==> config.mk <==
export PLATFORM = sky130hd
export DESIGN_NAME = exc_ctrl_flat
export DESIGN_NICKNAME = d
export VERILOG_FILES = /design/src/rtl/exc_ctrl_if.sv /design/src/rtl/exc_ctrl.sv /design/src/flat_wrapper.sv
export SDC_FILE = /design/constraint.sdc
export NUM_CORES = 1
export LEC_CHECK = 0
export ABC_AREA = 1
export CAP_MARGIN = 40
export CORE_AREA = 2 2 126 128
export CTS_CLUSTER_DIAMETER = 50
export DETAILED_ROUTE_END_ITERATION = 6
export DIE_AREA = 0 0 128 130
export GPL_TIMING_DRIVEN = 0
export PLACE_DENSITY = 0.67
export SYNTH_ARGS = -nofsm -noshare
export SYNTH_HDL_FRONTEND = slang
export SYNTH_SLANG_ARGS = --single-unit
==> constraint.sdc <==
create_clock -name clk -period 2.5 [get_ports clk]
set_input_delay 0.25 -clock clk [delete_from_list [all_inputs] [get_ports clk]]
set_output_delay 0.25 -clock clk [all_outputs]
set_load 0.1 [all_outputs]
==> src/rtl/exc_ctrl_if.sv <==
// exc_ctrl_if
//   Bundles the pipeline-side request signals and the CP0/fetch-side
//   command signals of the exception sequencer.
//   master : the pipeline/CP0 environment (drives flags, MTC0, read-back)
//   slave  : exc_ctrl (drives CP0 control word, write data, redirect)
interface exc_ctrl_if;
    // Requests from the committing instruction
    logic        exc_adel;
    logic        exc_ades;
    logic        exc_sys;
    logic        exc_bp;
    logic        exc_ri;
    logic        exc_ov;
    logic        in_delay_slot;
    logic [31:0] bad_addr;
    logic [31:0] pc_plus8;
    logic        eret;
    logic        mtc0_wen;
    logic [4:0]  mtc0_sel;
    logic [31:0] mtc0_data;
    // CP0 read-back
    logic [31:0] status_in;
    logic [31:0] cause_in;
    logic [31:0] epc_in;
    // Commands to CP0 and fetch
    logic [13:0] cp0_control;
    logic [31:0] cp0_data;
    logic [31:0] cp0_pc;
    logic        busy;
    logic        flush;
    logic        pc_redirect;
    logic [31:0] redirect_target;

    modport master (
        output exc_adel, exc_ades, exc_sys, exc_bp, exc_ri, exc_ov,
        output in_delay_slot, bad_addr, pc_plus8, eret,
        output mtc0_wen, mtc0_sel, mtc0_data,
        output status_in, cause_in, epc_in,
        input  cp0_control, cp0_data, cp0_pc, busy, flush,
        input  pc_redirect, redirect_target
    );

    modport slave (
        input  exc_adel, exc_ades, exc_sys, exc_bp, exc_ri, exc_ov,
        input  in_delay_slot, bad_addr, pc_plus8, eret,
        input  mtc0_wen, mtc0_sel, mtc0_data,
        input  status_in, cause_in, epc_in,
        output cp0_control, cp0_data, cp0_pc, busy, flush,
        output pc_redirect, redirect_target
    );
endinterface

==> src/rtl/exc_ctrl.sv <==
// exc_ctrl
//   Exception/interrupt sequencer between the EX/MEM stage and CP0.
//   In IDLE it accepts an exception (or interrupt) or an ERET, and passes
//   MTC0 writes straight through to CP0. An exception runs
//   IDLE -> COMMIT (CP0 write of EPC/BD/ExcCode/EXL[/BadVAddr])
//        -> REDIRECT (fetch from EXC_VECTOR) -> IDLE.
//   An ERET runs IDLE -> ERET_R (clear EXL, fetch from EPC) -> IDLE.
//
//   Ports:
//     clk   : rising-edge clock
//     reset : synchronous, active-high; returns to IDLE, forces outputs to 0
//     bus   : exc_ctrl_if.slave (request inputs, CP0 read-back, commands)
//
//   Build option:
//     EXC_INTERRUPT_EN : when defined, a pending unmasked interrupt is taken
//                        in IDLE at top priority (ExcCode_Sel 000). When
//                        undefined, status_in/cause_in are ignored.
//
//   cp0_control layout:
//     [13] EPC_IN_Sel  [12] BadAddr_wen  [11] BadAddr_IN_Sel [10] Status_wen
//     [9]  EXL value   [8]  EXL_wen      [7]  BD_wen         [6]  BD value
//     [5]  Cause_wen   [4]  ExcCode_wen  [3:1] ExcCode_Sel   [0]  EPC_wen
module exc_ctrl #(
    parameter logic [31:0] EXC_VECTOR = 32'hBFC0_0380
) (
    input  logic       clk,
    input  logic       reset,
    exc_ctrl_if.slave  bus
);
    localparam int B_EPC_IN_SEL = 13;
    localparam int B_BAD_WEN    = 12;
    localparam int B_BAD_IN_SEL = 11;
    localparam int B_STATUS_WEN = 10;
    localparam int B_EXL_VAL    = 9;
    localparam int B_EXL_WEN    = 8;
    localparam int B_BD_WEN     = 7;
    localparam int B_BD_VAL     = 6;
    localparam int B_CAUSE_WEN  = 5;
    localparam int B_CODE_WEN   = 4;
    localparam int B_EPC_WEN    = 0;

    localparam logic [2:0] CODE_INT  = 3'b000;
    localparam logic [2:0] CODE_ADEL = 3'b001;
    localparam logic [2:0] CODE_ADES = 3'b010;
    localparam logic [2:0] CODE_SYS  = 3'b011;
    localparam logic [2:0] CODE_BP   = 3'b100;
    localparam logic [2:0] CODE_RI   = 3'b101;
    localparam logic [2:0] CODE_OV   = 3'b110;

    typedef enum logic [1:0] {
        IDLE     = 2'd0,
        COMMIT   = 2'd1,
        REDIRECT = 2'd2,
        ERET_R   = 2'd3
    } state_t;

    state_t      state_q, state_d;
    logic [2:0]  code_q, code_d;
    logic        bd_q, bd_d;
    logic [31:0] bad_addr_q, bad_addr_d;
    logic [31:0] pc8_q, pc8_d;

    logic        irq_pending;
    logic        exc_any;
    logic [2:0]  exc_code;

`ifdef EXC_INTERRUPT_EN
    // Interrupts enabled (IE=1), not already in exception level (EXL=0),
    // and at least one pending line unmasked by IM.
    assign irq_pending = bus.status_in[0] & ~bus.status_in[1] &
                         (|(bus.cause_in[15:8] & bus.status_in[15:8]));
    logic unused_irq_bits;
    assign unused_irq_bits = ^{bus.status_in[31:16], bus.status_in[7:2],
                               bus.cause_in[31:16], bus.cause_in[7:0]};
`else
    assign irq_pending = 1'b0;
    logic unused_irq_bits;
    assign unused_irq_bits = ^{bus.status_in, bus.cause_in};
`endif

    // Priority encoder; AdES is the lowest-priority source, so it is the
    // fall-through when nothing above it is raised.
    always_comb begin
        exc_any = irq_pending | bus.exc_adel | bus.exc_ades | bus.exc_sys |
                  bus.exc_bp | bus.exc_ri | bus.exc_ov;
        if (irq_pending)        exc_code = CODE_INT;
        else if (bus.exc_adel)  exc_code = CODE_ADEL;
        else if (bus.exc_ri)    exc_code = CODE_RI;
        else if (bus.exc_ov)    exc_code = CODE_OV;
        else if (bus.exc_sys)   exc_code = CODE_SYS;
        else if (bus.exc_bp)    exc_code = CODE_BP;
        else                    exc_code = CODE_ADES;
    end

    // Next state and latched exception context
    always_comb begin
        state_d    = state_q;
        code_d     = code_q;
        bd_d       = bd_q;
        bad_addr_d = bad_addr_q;
        pc8_d      = pc8_q;
        case (state_q)
            IDLE: begin
                if (exc_any) begin
                    state_d    = COMMIT;
                    code_d     = exc_code;
                    bd_d       = bus.in_delay_slot;
                    bad_addr_d = bus.bad_addr;
                    pc8_d      = bus.pc_plus8;
                end else if (bus.eret) begin
                    state_d = ERET_R;
                end
            end
            COMMIT:   state_d = REDIRECT;
            REDIRECT: state_d = IDLE;
            ERET_R:   state_d = IDLE;
            default:  state_d = IDLE;
        endcase
    end

    always_ff @(posedge clk) begin
        if (reset) begin
            state_q    <= IDLE;
            code_q     <= 3'b000;
            bd_q       <= 1'b0;
            bad_addr_q <= 32'h0;
            pc8_q      <= 32'h0;
        end else begin
            state_q    <= state_d;
            code_q     <= code_d;
            bd_q       <= bd_d;
            bad_addr_q <= bad_addr_d;
            pc8_q      <= pc8_d;
        end
    end

    // Output decode. Everything is a function of the registered state and
    // latched context, except the MTC0 pass-through in IDLE. Reset forces
    // all outputs low so an aborted COMMIT never reaches CP0.
    always_comb begin
        bus.cp0_control     = 14'h0;
        bus.cp0_data        = 32'h0;
        bus.cp0_pc          = 32'h0;
        bus.busy            = 1'b0;
        bus.flush           = 1'b0;
        bus.pc_redirect     = 1'b0;
        bus.redirect_target = 32'h0;
        if (!reset) begin
            case (state_q)
                IDLE: begin
                    // An exception or ERET accepted this cycle squashes MTC0
                    if (bus.mtc0_wen && !exc_any && !bus.eret) begin
                        bus.cp0_data = bus.mtc0_data;
                        case (bus.mtc0_sel)
                            5'd8: begin
                                bus.cp0_control[B_BAD_WEN]    = 1'b1;
                                bus.cp0_control[B_BAD_IN_SEL] = 1'b1;
                            end
                            5'd12:   bus.cp0_control[B_STATUS_WEN] = 1'b1;
                            5'd13:   bus.cp0_control[B_CAUSE_WEN]  = 1'b1;
                            5'd14:   bus.cp0_control[B_EPC_WEN]    = 1'b1;
                            default: bus.cp0_control = 14'h0;
                        endcase
                    end
                end
                COMMIT: begin
                    bus.cp0_control[B_EPC_IN_SEL] = 1'b1;
                    bus.cp0_control[B_EPC_WEN]    = 1'b1;
                    bus.cp0_control[B_BD_WEN]     = 1'b1;
                    bus.cp0_control[B_BD_VAL]     = bd_q;
                    bus.cp0_control[B_CODE_WEN]   = 1'b1;
                    bus.cp0_control[3:1]          = code_q;
                    bus.cp0_control[B_EXL_WEN]    = 1'b1;
                    bus.cp0_control[B_EXL_VAL]    = 1'b1;
                    if (code_q == CODE_ADEL || code_q == CODE_ADES) begin
                        bus.cp0_control[B_BAD_WEN]    = 1'b1;
                        bus.cp0_control[B_BAD_IN_SEL] = 1'b1;
                        bus.cp0_data                  = bad_addr_q;
                    end
                    bus.cp0_pc = pc8_q;
                    bus.flush  = 1'b1;
                    bus.busy   = 1'b1;
                end
                REDIRECT: begin
                    bus.pc_redirect     = 1'b1;
                    bus.redirect_target = EXC_VECTOR;
                    bus.flush           = 1'b1;
                    bus.busy            = 1'b1;
                end
                ERET_R: begin
                    bus.cp0_control[B_EXL_WEN] = 1'b1;
                    bus.pc_redirect            = 1'b1;
                    bus.redirect_target        = bus.epc_in;
                    bus.flush                  = 1'b1;
                    bus.busy                   = 1'b1;
                end
                default: bus.busy = 1'b0;
            endcase
        end
    end
endmodule

==> src/flat_wrapper.sv <==
// flat-port wrapper written by rule: the top's interface ports become plain ports
module exc_ctrl_flat 
#(
    parameter logic [31:0] EXC_VECTOR = 32'hBFC0_0380
)
  (clk, reset, bus_exc_adel, bus_exc_ades, bus_exc_sys, bus_exc_bp, bus_exc_ri, bus_exc_ov, bus_in_delay_slot, bus_bad_addr, bus_pc_plus8, bus_eret, bus_mtc0_wen, bus_mtc0_sel, bus_mtc0_data, bus_status_in, bus_cause_in, bus_epc_in, bus_cp0_control, bus_cp0_data, bus_cp0_pc, bus_busy, bus_flush, bus_pc_redirect, bus_redirect_target);
  exc_ctrl_if bus_i ();
  input  logic clk;
  input  logic reset;
  input wire logic [$bits(bus_i.exc_adel)-1:0] bus_exc_adel;
  input wire logic [$bits(bus_i.exc_ades)-1:0] bus_exc_ades;
  input wire logic [$bits(bus_i.exc_sys)-1:0] bus_exc_sys;
  input wire logic [$bits(bus_i.exc_bp)-1:0] bus_exc_bp;
  input wire logic [$bits(bus_i.exc_ri)-1:0] bus_exc_ri;
  input wire logic [$bits(bus_i.exc_ov)-1:0] bus_exc_ov;
  input wire logic [$bits(bus_i.in_delay_slot)-1:0] bus_in_delay_slot;
  input wire logic [$bits(bus_i.bad_addr)-1:0] bus_bad_addr;
  input wire logic [$bits(bus_i.pc_plus8)-1:0] bus_pc_plus8;
  input wire logic [$bits(bus_i.eret)-1:0] bus_eret;
  input wire logic [$bits(bus_i.mtc0_wen)-1:0] bus_mtc0_wen;
  input wire logic [$bits(bus_i.mtc0_sel)-1:0] bus_mtc0_sel;
  input wire logic [$bits(bus_i.mtc0_data)-1:0] bus_mtc0_data;
  input wire logic [$bits(bus_i.status_in)-1:0] bus_status_in;
  input wire logic [$bits(bus_i.cause_in)-1:0] bus_cause_in;
  input wire logic [$bits(bus_i.epc_in)-1:0] bus_epc_in;
  output wire logic [$bits(bus_i.cp0_control)-1:0] bus_cp0_control;
  output wire logic [$bits(bus_i.cp0_data)-1:0] bus_cp0_data;
  output wire logic [$bits(bus_i.cp0_pc)-1:0] bus_cp0_pc;
  output wire logic [$bits(bus_i.busy)-1:0] bus_busy;
  output wire logic [$bits(bus_i.flush)-1:0] bus_flush;
  output wire logic [$bits(bus_i.pc_redirect)-1:0] bus_pc_redirect;
  output wire logic [$bits(bus_i.redirect_target)-1:0] bus_redirect_target;
  assign bus_i.exc_adel = bus_exc_adel;
  assign bus_i.exc_ades = bus_exc_ades;
  assign bus_i.exc_sys = bus_exc_sys;
  assign bus_i.exc_bp = bus_exc_bp;
  assign bus_i.exc_ri = bus_exc_ri;
  assign bus_i.exc_ov = bus_exc_ov;
  assign bus_i.in_delay_slot = bus_in_delay_slot;
  assign bus_i.bad_addr = bus_bad_addr;
  assign bus_i.pc_plus8 = bus_pc_plus8;
  assign bus_i.eret = bus_eret;
  assign bus_i.mtc0_wen = bus_mtc0_wen;
  assign bus_i.mtc0_sel = bus_mtc0_sel;
  assign bus_i.mtc0_data = bus_mtc0_data;
  assign bus_i.status_in = bus_status_in;
  assign bus_i.cause_in = bus_cause_in;
  assign bus_i.epc_in = bus_epc_in;
  assign bus_cp0_control = bus_i.cp0_control;
  assign bus_cp0_data = bus_i.cp0_data;
  assign bus_cp0_pc = bus_i.cp0_pc;
  assign bus_busy = bus_i.busy;
  assign bus_flush = bus_i.flush;
  assign bus_pc_redirect = bus_i.pc_redirect;
  assign bus_redirect_target = bus_i.redirect_target;
  exc_ctrl #(.EXC_VECTOR(EXC_VECTOR)) u_core (.clk(clk), .reset(reset), .bus(bus_i));
endmodule
---- Yosys cells after proc, flatten, opt, wreduce, memory -nomap -nowiden ----
Index checks and enable logic that the tools add are counted.
word-level totals
  register bits ........................... 70
  output and inout port bits .............. 113
  input bits .............................. 208
operators by class
  equal/unequal tests ..................... 10
  bitwise operators ....................... 5
  mux-type cells .......................... 34
  reductions and logical operators ........ 10
operators with widths
  kind                                                   number
  2-to-1 mux 32 bit                                      6
  case mux 32 bit (2 select lines)                       2
  == test 5 x 4 -> 1 bit, second input constant          4
  2-to-1 mux 3 bit                                       5
  2-to-1 mux 14 bit                                      1
  2-to-1 mux 13 bit                                      1
  case mux 5 bit (2 select lines)                        1
  2-to-1 mux 1 bit                                       9
  2-to-1 mux 2 bit                                       4
  case mux 2 bit (3 select lines)                        1
  case mux 3 bit (2 select lines)                        1
  OR 1 bit                                               5
  == test 2 bit, second input constant                   2
  case mux 1 bit (2 select lines)                        2
  case mux 2 bit (2 select lines)                        1
  OR reduction 2 bit                                     2
  == test 3 x 1 -> 1 bit, second input constant          1
  == test 3 x 2 -> 1 bit, second input constant          1
  inequality test 3 x 2 -> 1 bit, second input constant  1
  OR reduction 3 bit                                     1
  == test 2 x 1 -> 1 bit, second input constant          1
  logical AND 1 bit                                      2
  zero test 1 bit                                        2
  zero test 2 bit                                        1
  2 further kinds                                        2

---- Logic depth before layout (Yosys ltp) ----
  depth in word-level cells ............... 11
  gate-level depth with buffers ........... 8

---- Least setup slack after synthesis ----
Ideal clock, no wire load.
  kind .................................... input-to-output
  start ................................... input reset
  end ..................................... output bus_redirect_target[0]
  path slack .............................. -1.258 ns
  buffers on the path ..................... 2
  stages on the path ...................... 5
  data required time ...................... 2.250 ns
  arrival ................................. 3.508 ns
  cells stage by stage .................... clkbuf_1 nor2_1 inv_1 buf_2 nor2_1
on the way
  cells in the longest elaborated chain, start to end .. 1
ends and longest elaborated chain
  element            line                source
  start, declared    flat_wrapper.sv:9   input logic reset;
  2-to-1 mux 32 bit  exc_ctrl.sv:148     if (!reset) begin
  end, declared      flat_wrapper.sv:32  output wire logic [$bits(bus_i.redirect_target)-1:0] bus_redirect_target;
Every way passes these cells.

---- Worst setup path after layout ----
  start ................................... register u_core.state_q[1]
  end ..................................... output bus_cp0_pc[7]
on the way
  cells in the longest elaborated chain, start to end .. 3
ends and longest elaborated chain
  element                 line                source
  start, declared         exc_ctrl.sv:57      state_t state_q, state_d;
  start signal, assigned  exc_ctrl.sv:129     state_q <= state_d;
  == test 2 x 1 -> 1 bit  exc_ctrl.sv:149     case (state_q)
  2-to-1 mux 32 bit       exc_ctrl.sv:149
  2-to-1 mux 32 bit       exc_ctrl.sv:148
  end, declared           flat_wrapper.sv:28  output wire logic [$bits(bus_i.cp0_pc)-1:0] bus_cp0_pc;
Every way passes these cells.

==> run summary <==
* **FMAX** 0.419 GHz
* **CTS tree** built
* **net count of the mapped netlist** 890
* **Syn Std Cell Area** 4040 sq um
* **startpoint kind of the worst setup timing path** flip-flop
* **critical path's slowest cell** sky130_fd_sc_hd__clkdlybuf4s50_1
* **height of the die** 130 um
* **depth of the worst register-to-register path** 8
* **sequential area share after synthesis** 34.7%
* **Final Max Tran Viols** 0
* **root buffer selected by CTS** sky130_fd_sc_hd__clkbuf_16
* **count of boundary I/O pins** 321
* **WP data required** 2.25 ns
* **Total Power** 0.00420 W
* **setup-violating endpoint count in the final report** 0
* **FILL cells** 1282
* **total global routing track utilization** 21.7%
* **Worst Setup End Kind** output pin
* **fraction of layout cells with a size suffix above 1** 27.0%
* **dominant cell type by area after synthesis** sky130_fd_sc_hd__dfxtp_1
* **Setup crit end** bus_cp0_pc[7]
* **largest buffer count on any clock path** 2
* **antenna-violating nets left** 0
* **share of the synthesized area in the top cell type** 34.7%
* **post-route standard cell area excluding fillers** 9410 sq um
* **Fin Hold WS** 0.411 ns
* **gp weighted congestion** 0.770
* **grt total ovfl** 0
* **Slew Limit Headroom** 59.8%
* **average detailed-routed wire length per instance** 15.1 um
* **TritonCTS sink count** 70
* **WL final** 18.7 mm
* **total placed instance area** 9040 sq um
* **post-DR vias/cell** 4.54
* **Total Neg Setup Slack** 0 ns
* **max incr delay on CP** 0.58 ns
* **post-synthesis instance total** 682
* **register-to-register setup slack** 0.96 ns
* **clock period minus final worst setup slack** 2.39 ns
* **wire length of the first global-routing pass** 28.2 mm
* **run status** complete, no violations
* **DRC violation count after routing** 0
* **crit path kind** reg2out
* **Final Worst Setup Slack** 0.114 ns
* **maximum resistive drop on vdd** 0.254 mV
* **htree depth** 3
* **Crit. Startpoint** u_core.state_q[1]$_SDFFE_PP0P_
* **site row count** 46
* **DIE AREA** 16600 sq um
* **vias** 5588
* **Fin. Hold Viols** 0
* **antenna violations before repair** 0
* **Least-Margin Pin Slew** 0.599 ns
* **largest fanout on the critical path** 10
* **largest net degree at the start of global routing** 17
* **main area contributors after synthesis** sky130_fd_sc_hd__dfxtp_1 35%, sky130_fd_sc_hd__nor2_1 24%, sky130_fd_sc_hd__nand2_1 9.2%
* **final net count** 1243
* **starting density of the core** 26.2%
* **leakage power** 4.00 nW
* **cell depth of the worst hold path** 5
* **vias in the first global route** 5596
* **iteration-0 DRC count of the detailed router** 178
* **horizontal die dimension** 128 um
* **placed wire-length estimate** 14.7 mm
* **count of TritonRoute iterations in the first routing pass** 4
* **number of buffers inserted during clock tree synthesis** 9
* **critical path cell sequence** inv_2, nand2_2, clkinv_4, buf_4, nand2_1, nor2_1, clkdlybuf4s50_1, buf_16
* **clock latency on the worst-skew pair** 0.33 ns
* **Max Cap Viol** 0
* **count of distinct cell types in the synthesized netlist** 22
* **area of the core** 15400 sq um
* **Avg Synthesized Cell Area** 5.92 sq um
* **antenna cells** 0
* **worst slack, placed** -0.625 ns
* **Final period util** 95.4%
* **data arrival at the endpoint of the critical path** 2.14 ns
* **largest clock skew in the final design** 0.00508 ns
* **number of I/O port buffers** 256
* **pwr/cell area** 446 nW/um^2
* **yosys synthesis warning count** 0
* **layout-stage area growth over the synthesis result** 133%
* **Clk pin slew, worst setup/hold paths** 0.06 ns
* **Tightest Hold Check Type** in2reg
* **critical register-to-register path startpoint** u_core.state_q[0]$_SDFFE_PP0P_
* **Worst R2R End** u_core.bad_addr_q[31]$_SDFFE_PP0P_
* **register bit total from synthesis** 70
## layout by cell type, fill, tap and decap left out, types with 23 or more instances in the layout
cell,synthesis,layout
sky130_fd_sc_hd__buf_4,6,28
sky130_fd_sc_hd__clkdlybuf4s50_1,0,200
sky130_fd_sc_hd__nor2_2,1,36
sky130_fd_sc_hd__nand3_1,36,36
sky130_fd_sc_hd__o21ai_0,63,62
sky130_fd_sc_hd__inv_1,43,40
sky130_fd_sc_hd__dfxtp_1,70,67
sky130_fd_sc_hd__nand2_1,99,99
sky130_fd_sc_hd__buf_8,0,47
sky130_fd_sc_hd__nor2_1,260,222
sky130_fd_sc_hd__buf_16,0,23
sky130_fd_sc_hd__buf_12,0,43
sky130_fd_sc_hd__a21oi_2,0,29
## cell type report
cell class	count	area (sq um)	area share, %
plain buffers	54	393	4.17
clock buffers	11	243	2.58
clock inverters	5	58.8	0.625
inverters	46	181	1.93
multi-input cells	511	2420	25.7
flip-flops and latches	70	1410	15.0
well taps	192	240	2.55
repair buffers	343	4470	47.5
## registers in the layout, indices dropped and copies added (netlist names)
name and flops:
u_core.bd_q 1, u_core.bad_addr_q 32, u_core.pc8_q 32, u_core.state_q 2, u_core.code_q 3
## power breakdown
part	switching (W)	leakage, nW	total, W	internal (W)
clock network	0.000497	0.142	0.00130	0.000800
registers	0.0000758	0.584	0.00132	0.00124
logic	0.000908	3.28	0.00158	0.000670
total	0.00148	4.00	0.00420	0.00271
## cell usage after synthesis (all sizes together)
library cell    n
a21oi          32
buf            34
clkbuf         21
dfxtp          70
inv            46
nand2         101
nand3          37
nand3b          1
nand4           2
nor2          264
nor3            2
o21ai          70
o21bai          1
xor2            1
## metal layers
layer / track usage, % / wire length, um
met1: 24.0 / 7330
met3: 4.63 / 1200
met2: 39.8 / 9510
met5: 0 / 0
met4: 10.1 / 614
## repair_timing
action / in CTS / in global routing
endpoints found under the hold margin: 0 / 0
setup endpoints to repair: 111 / 73
setup buffers: 10 / 8
hold buffers: 0 / 0
cloned: 1 / 1
pin swaps: 3 / 3
resized for setup: 73 / 40
## cells by family after synthesis
group	share of synthesized area (%)
buffers and inverters	12.1
XOR/XNOR	0.217
AND/OR/NAND/NOR	40.2
AO/OA/AOI/OAI	12.8
flip-flops	34.7
## metrics by stage
stage / util, % / instances
final: 61.0 / 1232
after global routing: 61.0 / 1232
after CTS: 61.0 / 1243
after detailed placement: 58.6 / 1243
after global placement: 45.7 / 1130
after floorplan: - / 682
## worst min-delay path by stage
stage                                                     to                     startpoint  slack [ns]
final                          u_core.code_q[1]$_SDFFE_PP0P_                     bus_exc_ov        0.41
after global routing           u_core.code_q[0]$_SDFFE_PP0P_                     bus_exc_ov        0.50
after CTS                           u_core.bd_q$_SDFFE_PP0P_       u_core.bd_q$_SDFFE_PP0P_        0.49
after detailed placement            u_core.bd_q$_SDFFE_PP0P_       u_core.bd_q$_SDFFE_PP0P_        0.47
after global placement         u_core.pc8_q[24]$_SDFFE_PP0P_  u_core.pc8_q[24]$_SDFFE_PP0P_        0.46
after floorplan           u_core.bad_addr_q[12]$_SDFFE_PP0P_               bus_bad_addr[12]        0.40
## worst max-delay path, delay by kind of cell, from the launching register on
kind | cells | cell delay (ns)
buffers and inverters | 5 | 1.17
DFF | 1 | 0.35
and+or+nand+nor | 3 | 0.27
No activity file was read; power rests on OpenSTA's default activity.
